--- src/rtl/systolic_feed_ctrl.sv ---
// Purpose : sequences weight/input loading and skewed read-mask feeding for a systolic array datapath.
// Latency : each accepted word is presented on data_out with its write strobe one cycle after acceptance.
// Backpress: in_ready is high only while a load state still needs words; idle source cycles just stall.
//
// Ports:
//   clk, rst                 - single clock, synchronous active-high reset
//   start                    - one-cycle job request (honoured only in IDLE)
//   in_valid/in_data/in_ready- source word handshake
//   data_out, writew, writen - registered word and one-hot row/column write strobes
//   cs, readw, readn         - compute select and skewed read masks
//   dp_done                  - datapath completion, looked at only while waiting for it
//   busy, finished           - activity flag and one-cycle completion pulse
module systolic_feed_ctrl #(
  parameter int WIDTH = 32,
  parameter int ROW   = 4,
  parameter int COL   = 4
) (
  input  logic             clk,
  input  logic             rst,
  input  logic             start,
  input  logic             in_valid,
  input  logic [WIDTH-1:0] in_data,
  output logic             in_ready,
  output logic [WIDTH-1:0] data_out,
  output logic [ROW-1:0]   writew,
  output logic [COL-1:0]   writen,
  output logic             cs,
  output logic [ROW-1:0]   readw,
  output logic [COL-1:0]   readn,
  input  logic             dp_done,
  output logic             busy,
  output logic             finished
);

  localparam int FEED_LEN = ROW + COL - 1;
  localparam int CW       = $clog2(ROW + COL) + 1;

  typedef enum logic [2:0] {
    IDLE, LOAD_W, GAP, LOAD_N, CS_SETUP, FEED, WAIT_DONE, FIN
  } state_t;

  state_t           state_q, state_d;
  logic [CW-1:0]    inner_q, inner_d;   // word position inside current row/column
  logic [CW-1:0]    outer_q, outer_d;   // current row (LOAD_W) or column (LOAD_N)
  logic [CW-1:0]    feed_q, feed_d;     // FEED cycle number, 1-based
  logic             load_done_q, load_done_d;
  logic [WIDTH-1:0] data_q, data_d;
  logic [ROW-1:0]   writew_q, writew_d;
  logic [COL-1:0]   writen_q, writen_d;

  logic          accept;
  logic [CW-1:0] inner_last;
  logic [CW-1:0] outer_last;

  // Once the final word of a load phase is taken, load_done_q holds the FSM in
  // that state for the strobe cycle of the last word while refusing new words.
  assign in_ready   = ((state_q == LOAD_W) || (state_q == LOAD_N)) && !load_done_q;
  assign accept     = in_ready && in_valid;
  assign inner_last = (state_q == LOAD_W) ? CW'(COL - 1) : CW'(ROW - 1);
  assign outer_last = (state_q == LOAD_W) ? CW'(ROW - 1) : CW'(COL - 1);

  always_comb begin
    state_d     = state_q;
    inner_d     = inner_q;
    outer_d     = outer_q;
    feed_d      = feed_q;
    load_done_d = load_done_q;
    data_d      = data_q;
    writew_d    = '0;
    writen_d    = '0;

    // Shared word-position advance for both load phases.
    if (accept) begin
      data_d = in_data;
      if (inner_q == inner_last) begin
        inner_d = '0;
        if (outer_q == outer_last) begin
          outer_d     = '0;
          load_done_d = 1'b1;
        end else begin
          outer_d = outer_q + 1'b1;
        end
      end else begin
        inner_d = inner_q + 1'b1;
      end
    end

    case (state_q)
      IDLE: begin
        if (start) begin
          state_d     = LOAD_W;
          inner_d     = '0;
          outer_d     = '0;
          feed_d      = '0;
          load_done_d = 1'b0;
        end
      end
      LOAD_W: begin
        if (load_done_q) begin
          state_d     = GAP;
          load_done_d = 1'b0;
        end else if (accept) begin
          for (int i = 0; i < ROW; i++) writew_d[i] = (outer_q == CW'(i));
        end
      end
      GAP: state_d = LOAD_N;
      LOAD_N: begin
        if (load_done_q) begin
          state_d     = CS_SETUP;
          load_done_d = 1'b0;
        end else if (accept) begin
          for (int i = 0; i < COL; i++) writen_d[i] = (outer_q == CW'(i));
        end
      end
      CS_SETUP: begin
        state_d = FEED;
        feed_d  = CW'(1);
      end
      FEED: begin
        if (feed_q == CW'(FEED_LEN)) begin
          state_d = WAIT_DONE;
          feed_d  = '0;
        end else begin
          feed_d = feed_q + 1'b1;
        end
      end
      WAIT_DONE: if (dp_done) state_d = FIN;
      FIN:       state_d = IDLE;
      default:   state_d = IDLE;
    endcase
  end

  always_ff @(posedge clk) begin
    if (rst) begin
      state_q     <= IDLE;
      inner_q     <= '0;
      outer_q     <= '0;
      feed_q      <= '0;
      load_done_q <= 1'b0;
      data_q      <= '0;
      writew_q    <= '0;
      writen_q    <= '0;
    end else begin
      state_q     <= state_d;
      inner_q     <= inner_d;
      outer_q     <= outer_d;
      feed_q      <= feed_d;
      load_done_q <= load_done_d;
      data_q      <= data_d;
      writew_q    <= writew_d;
      writen_q    <= writen_d;
    end
  end

  assign data_out = data_q;
  assign writew   = writew_q;
  assign writen   = writen_q;
  assign cs       = (state_q == CS_SETUP) || (state_q == FEED) || (state_q == WAIT_DONE);
  assign busy     = (state_q != IDLE);
  assign finished = (state_q == FIN);

  // Mask bit i lights once feed cycle k exceeds i, which yields min(k, ROW/COL) low bits.
  always_comb begin
    readw = '0;
    readn = '0;
    for (int i = 0; i < ROW; i++) readw[i] = (state_q == FEED) && (CW'(i) < feed_q);
    for (int i = 0; i < COL; i++) readn[i] = (state_q == FEED) && (CW'(i) < feed_q);
  end

endmodule
--- config.mk ---
export PLATFORM = sky130hd
export DESIGN_NAME = systolic_feed_ctrl
export DESIGN_NICKNAME = d
export VERILOG_FILES = /design/src/rtl/systolic_feed_ctrl.sv
export SDC_FILE = /design/constraint.sdc
export NUM_CORES = 1
export LEC_CHECK = 0
export BUFFER_PORTS_ARGS = -buffer_cell sky130_fd_sc_hd__buf_2
export CORE_MARGIN = 3
export CORE_UTILIZATION = 43
export DETAILED_ROUTE_END_ITERATION = 8
export GPL_TIMING_DRIVEN = 1
export PLACE_DENSITY_LB_ADDON = 0.12
export SETUP_SLACK_MARGIN = 0.4
export SYNTH_ARGS = -nofsm -noshare
export SYNTH_HDL_FRONTEND = slang
export SYNTH_SLANG_ARGS = --single-unit
--- constraint.sdc ---
create_clock -name clk -period 1.4 [get_ports clk]
set_input_delay 0.21 -clock clk [delete_from_list [all_inputs] [get_ports clk]]
set_output_delay 0.21 -clock clk [all_outputs]
set_load 0.01 [all_outputs]
==> reports/metrics.cfg, run 1 <==
[setup_path]
required_ns = 1.58
worstPathMaxFanout = 17
rr_endpoint = data_out[10]
cp-end-kind = flip-flop
reg2reg_depth = 5
reg2reg_slack_ns = -0.07
cp-start-kind = flip-flop
cp.arrival_ns = 1.65
r2r_start = load_done_q
path_class = reg2reg

[die]
die_h_um = 78.4
die-area_sq_um = 6150
rows = 25
core_area_sq_um = 4880
ioPinCount = 89
die_w_um = 78.4
start_util_pct = 46.2

[clock_tree]
clkTransAtPathRegs_ns = 0.10
htree_levels = 2
numCtsBuffers = 5
cts_tree = done
clock_latency_ns = 0.31
cts_root_buf = clkbuf_8
clkSinkCount = 56
cts_buffer_depth = 2
ctsHoldBuffers = 0

[synth]
syn_nets = 324
netlist_top_cells_area = dfxtp_1, nand2_1, a21oi_1
ys_warn_count = 0
synth_cell_types = 33
syn_area_sq_um = 2250
synth_seq_cells = 56
synth_top_area_share_pct = 49.7
yosysSeqAreaShare_pct = 49.7
yosys.area.top_type = dfxtp_1
synth_area_per_cell_sq_um = 8.05
synth_cells = 280

[sta]
max-slew-margin-rel_pct = 66.9
maxSlewViolCount = 0
clock_skew_ns = 0.0104
setup_viol = 29
postLayoutSetupSlackWorst_ns = -0.0699
fin_crit_ns = 1.47
worstMarginPinSlew_ns = 0.497
hold_violations = 0
whs_ns = 0.110
rsz0062_at_grt = true
fin_crit_sh_pct = 105
fmax_mhz = 680

[drt]
routed-via-count = 2404
dr.pass1.iters = 4
wire_per_inst_um = 14.9
antenna_left = 0
drc = 0
drt_wl_total_um = 7010
vias_per_cell = 5.11
first_iter_violations = 119

[cells_and_area]
syn_to_final_growth_pct = 70.2
finalNetCount = 446
n_fill_cell = 323
postLayoutCoreUtil_pct = 78.6
drive_gt1_share_pct = 64.8
antenna_cells = 0

[worst_hold_path]
min_path_cells = 3
holdPathEnd = data_out[31]
hp-class = in2reg
min_from = in_data[31]

[power]
power.density_nw_per_um2 = 806
vdd.ir_drop.worst_mv = 0.762
p_leak_nw = 1.70

[global_routing]
grt_pass1_wl_um = 10200
grt_max_degree = 38
grt_pass1_vias = 2260
gr-usage-all-layers_pct = 20.5
globalRoute.totalOverflow = 0
antenna_found_initial = 0

[placement]
port_buffers = 88
gp_congestion = 0.849
dp_hpwl_um = 3660

[run_status]
violations = negative setup slack
outcome = complete, but fails checks

[job]
maxCapViolCount = 0

==> metal layers <==
metal  track usage [%]  wire length, um
met3              4.13              390
met5                 0                0
met4              5.42              123
met1              24.7             2760
met2              36.9             3730
==> worst max-delay path by stage <==
stage	endpoint	from	cells after the start
2_1_floorplan	outer_q[0]	state_q[2]	6
3_3_place_gp	outer_q[0]	inner_q[0]	5
3_5_place_dp	writew[2]	state_q[2]	4
4_1_cts	readn[0]	state_q[1]	4
5_1_grt	data_out[10]	load_done_q	5
6_report	data_out[10]	load_done_q	5
==> through the flow <==
| step | worst slack [ns] | total power [mW] | cell area, sq um | std cells | TNS [ns] |
|---|---|---|---|---|---|
| 3_5_place_dp | 0.0578 | 1.98 | 2910 | 431 | 0 |
| 3_3_place_gp | 0.121 | 1.97 | 2910 | 431 | 0 |
| 2_1_floorplan | 0.0384 | 1.85 | 2370 | 280 | 0 |
| 4_1_cts | -0.0452 | 3.03 | 3580 | 463 | -0.211 |
| 5_1_grt | -0.124 | 3.21 | 3840 | 470 | -2.30 |
| 6_report | -0.0699 | 3.09 | 3840 | 470 | -0.690 |
==> cell families after synthesis <==
| kind of cell | synth area share [%] |
|---|---|
| multiplexers | 0.444 |
| adder cells (fa/ha/maj) | 3.88 |
| AND/OR/NAND/NOR | 25.9 |
| AO/OA/AOI/OAI | 13.0 |
| XOR/XNOR | 1.17 |
| buffers and inverters | 5.83 |
| flip-flops | 49.7 |
==> synthesized netlist by cell type <==
| library cell | count |
|---|---|
| nand2_1 | 77 |
| dfxtp_1 | 56 |
| a21oi_1 | 43 |
| nor2_1 | 22 |
| clkbuf_1 | 11 |
| ha_1 | 7 |
| buf_2 | 6 |
| inv_1 | 6 |
| nand3_1 | 6 |
| buf_4 | 5 |
| o21ai_0 | 5 |
| nor2b_1 | 4 |
| nor3_1 | 4 |
| a31oi_1 | 3 |
| and3_1 | 2 |
| nand4_1 | 2 |
| nand4b_1 | 2 |
| nor3b_1 | 2 |
| or3_1 | 2 |
| xor2_1 | 2 |
| a21boi_0 | 1 |
| a21o_1 | 1 |
| a32oi_1 | 1 |
| and3b_1 | 1 |
| and4bb_1 | 1 |
| mux2i_1 | 1 |
| nand3b_1 | 1 |
| nand4bb_1 | 1 |
| nor3b_2 | 1 |
| nor4_1 | 1 |
| o221a_2 | 1 |
| or3b_2 | 1 |
| xnor2_1 | 1 |
==> repair_timing <==
item	4_1_cts	5_1_grt
cloned	4	0
endpoints found under the setup margin	68	98
gates resized for setup	87	68
endpoints found under the hold margin	0	0
setup buffers	20	7
pin swaps	31	26
==> state kept, by name (all words and copies together), names as in the netlist <==
register and count:
writew 4, outer_q 4, load_done_q 1, feed_q 4, data_out 32, inner_q 4
writen 4, state_q 3
==> placed cells by master, fill, tap and decap left out, types with 3 or more instances in the layout <==
master	count
buf_2	83
nand2_1	56
dfxtp_2	33
a21oi_1	24
buf_4	22
buf_6	21
a21oi_2	18
dfxtp_1	18
nor2_1	13
nand2_2	12
nand2_4	9
nor2_2	8
inv_1	5
nand3_2	5
ha_1	5
clkbuf_8	5
dfxtp_4	5
nor3_2	4
buf_12	4
buf_8	4
nor2b_1	3
a31oi_1	3
==> final cells by class <==
| cell class | count | area [sq um] | area share [%] |
|---|---|---|---|
| Multi-Input combinational cell | 196 | 1400 | 36.5 |
| Sequential cell | 56 | 1180 | 30.8 |
| Timing Repair Buffer | 137 | 1040 | 27.2 |
| Clock buffer | 7 | 97.6 | 2.54 |
| Tap cell | 67 | 83.8 | 2.18 |
| Inverter | 6 | 25.0 | 0.652 |
| Clock inverter | 1 | 5.00 | 0.130 |
==> power by group <==
group	internal, mW	switching, mW	total, mW
registers	1.63	0.0267	1.66
clock network	0.460	0.522	0.982
logic	0.222	0.227	0.450
total	2.32	0.776	3.09
==> worst max-delay path, cell delays in order, from the launching register on <==
cell,delay (ns)
dfxtp_2,0.35
buf_4,0.16
nand4bb_2,0.31
bufbuf_16,0.35
nand2_1,0.09
a21oi_1,0.07
(Power assumes the default switching activity.)
==> run 2: changes to the inputs <==
- CORE_UTILIZATION: 43 -> 45
- CTS_BUF_LIST: unset -> sky130_fd_sc_hd__clkbuf_4 sky130_fd_sc_hd__clkbuf_8
==> run 2 against run 1 <==
  * The flow still finishes with violations (negative setup slack)
  * Clock-buffer cell count is the same
  * Power grew 3.4%
  * Clock power shrank 2.9%
  * Final cell count grew 3.4%
  * Largest power group unchanged
  * Highest routed layer unchanged
==> reports/metrics.cfg, run 2 (synthesis gave the netlist of run 1 again) <==
[cells_and_area]
antenna_cells = 0
drive_gt1_share_pct = 74.7
finalNetCount = 463
n_fill_cell = 196
final_common_cell = buf_2
syn_to_final_growth_pct = 91.0
layout.cells.non_filler = 486
layout_common_cells = buf_2, buf_6, nand2_1
largest_reg_flops = 32
postLayoutCoreUtil_pct = 90.0

[die]
start_util_pct = 47.1
rows = 25
die-area_sq_um = 5900
die_w_um = 76.8
ioPinCount = 89
die_h_um = 76.8
core_area_sq_um = 4790

[global_routing]
grt_max_degree = 38
gr-usage-all-layers_pct = 23.3
globalRoute.totalOverflow = 0
grt_pass1_wl_um = 11100
antenna_found_initial = 0
grt_pass1_vias = 2367

[clock_tree]
cts_tree = done
clkTransAtPathRegs_ns = 0.10
clkSinkCount = 56
numCtsBuffers = 5
cts_root_buf = clkbuf_8
clock_latency_ns = 0.31
htree_levels = 2
cts_buffer_depth = 2

[job]
maxCapViolCount = 0

[sta]
max-slew-margin-rel_pct = 58.2
worstMarginPinSlew_ns = 0.627
rsz0062_at_grt = true
maxSlewViolCount = 0
hold_violations = 0
fmax_mhz = 650
fin_crit_sh_pct = 110
postLayoutSetupSlackWorst_ns = -0.137
clock_skew_ns = 0.0101
setup_viol = 53
whs_ns = 0.121
fin_crit_ns = 1.54

[power]
vdd.ir_drop.worst_mv = 0.651
p_total_mw = 3.20
power.density_nw_per_um2 = 743
p_leak_nw = 1.88

[setup_path]
worstPathMaxFanout = 3
cp-end-kind = flip-flop
path_class = reg2reg
cp.arrival_ns = 1.77
rr_endpoint = outer_q[0]
required_ns = 1.64
r2r_start = state_q[2]
cp-start-kind = flip-flop
crit_end = outer_q[0]
reg2reg_slack_ns = -0.14
crit_start = state_q[2]
reg2reg_depth = 6

[placement]
pre_cts_ws_ns = 0.0783
dp_hpwl_um = 3630
gp_congestion = 0.802
place_inst = 432
port_buffers = 88

[drt]
first_iter_violations = 223
drt_wl_total_um = 9450
routed-via-count = 2668
antenna_left = 0
dr.pass1.iters = 6
wire_per_inst_um = 19.4
vias_per_cell = 5.49
drc = 0

[run_status]
violations = negative setup slack
outcome = complete, but fails checks

[worst_hold_path]
hp-class = in2reg

## run 2: layer usage
metal / part of all wire (%) / vias up / GRT usage [%]
li1: - / 1202 / -
met1: 37 / 1274 / 27.2
met2: 52 / 156 / 41.7
met3: 6.9 / 36 / 4.23
met4: 3.5 / 0 / 9.42
met5: 0 / - / 0
## run 2: timing repair
item,4_1_cts,5_1_grt
resized for setup,131,102
gates cloned,5,1
buffers inserted,23,18
endpoints found under the setup margin,72,100
pin swaps,31,37
hold buffers,0,0
## run 2: worst min path at each step
stage	startpoint	cells after the start	slack, ns	endpoint
after floorplan	in_data[0]	2	0.35	data_out[0]
after global placement	data_out[0]	2	0.44	data_out[0]
after detailed placement	data_out[13]	2	0.44	data_out[13]
after CTS	in_data[0]	3	0.12	data_out[0]
after global routing	in_data[13]	3	0.12	data_out[13]
final	in_data[13]	3	0.12	data_out[13]
## run 2: report_power, final
part           leakage, nW  total [mW]  switching [mW]  internal (mW)
Combinational         1.35       0.577           0.299          0.279
Sequential           0.474        1.67          0.0320           1.64
Clock               0.0503       0.954           0.511          0.442
## run 2: through the flow
step	instance area, sq um	setup TNS (ns)
after floorplan	2370	0
after global placement	2910	0
after detailed placement	2910	0
after CTS	3770	-0.268
after global routing	4310	-4.72
final	4310	-2.53
## run 2: critical path, stage by stage, from the launching register on
cell and delay [ns]:
dfxtp_2 0.36, buf_6 0.12, and4bb_1 0.30, buf_4 0.15, nand2_2 0.06, or3_1 0.35, a21oi_1 0.14
## run 2: layout make-up
class	instances	area [sq um]	area share [%]
multi-input cells	196	1620	37.7
repair buffers	154	1290	30.0
flip-flops and latches	56	1180	27.5
clock buffers	7	96.3	2.24
well taps	67	83.8	1.95
inverters	6	25.0	0.581
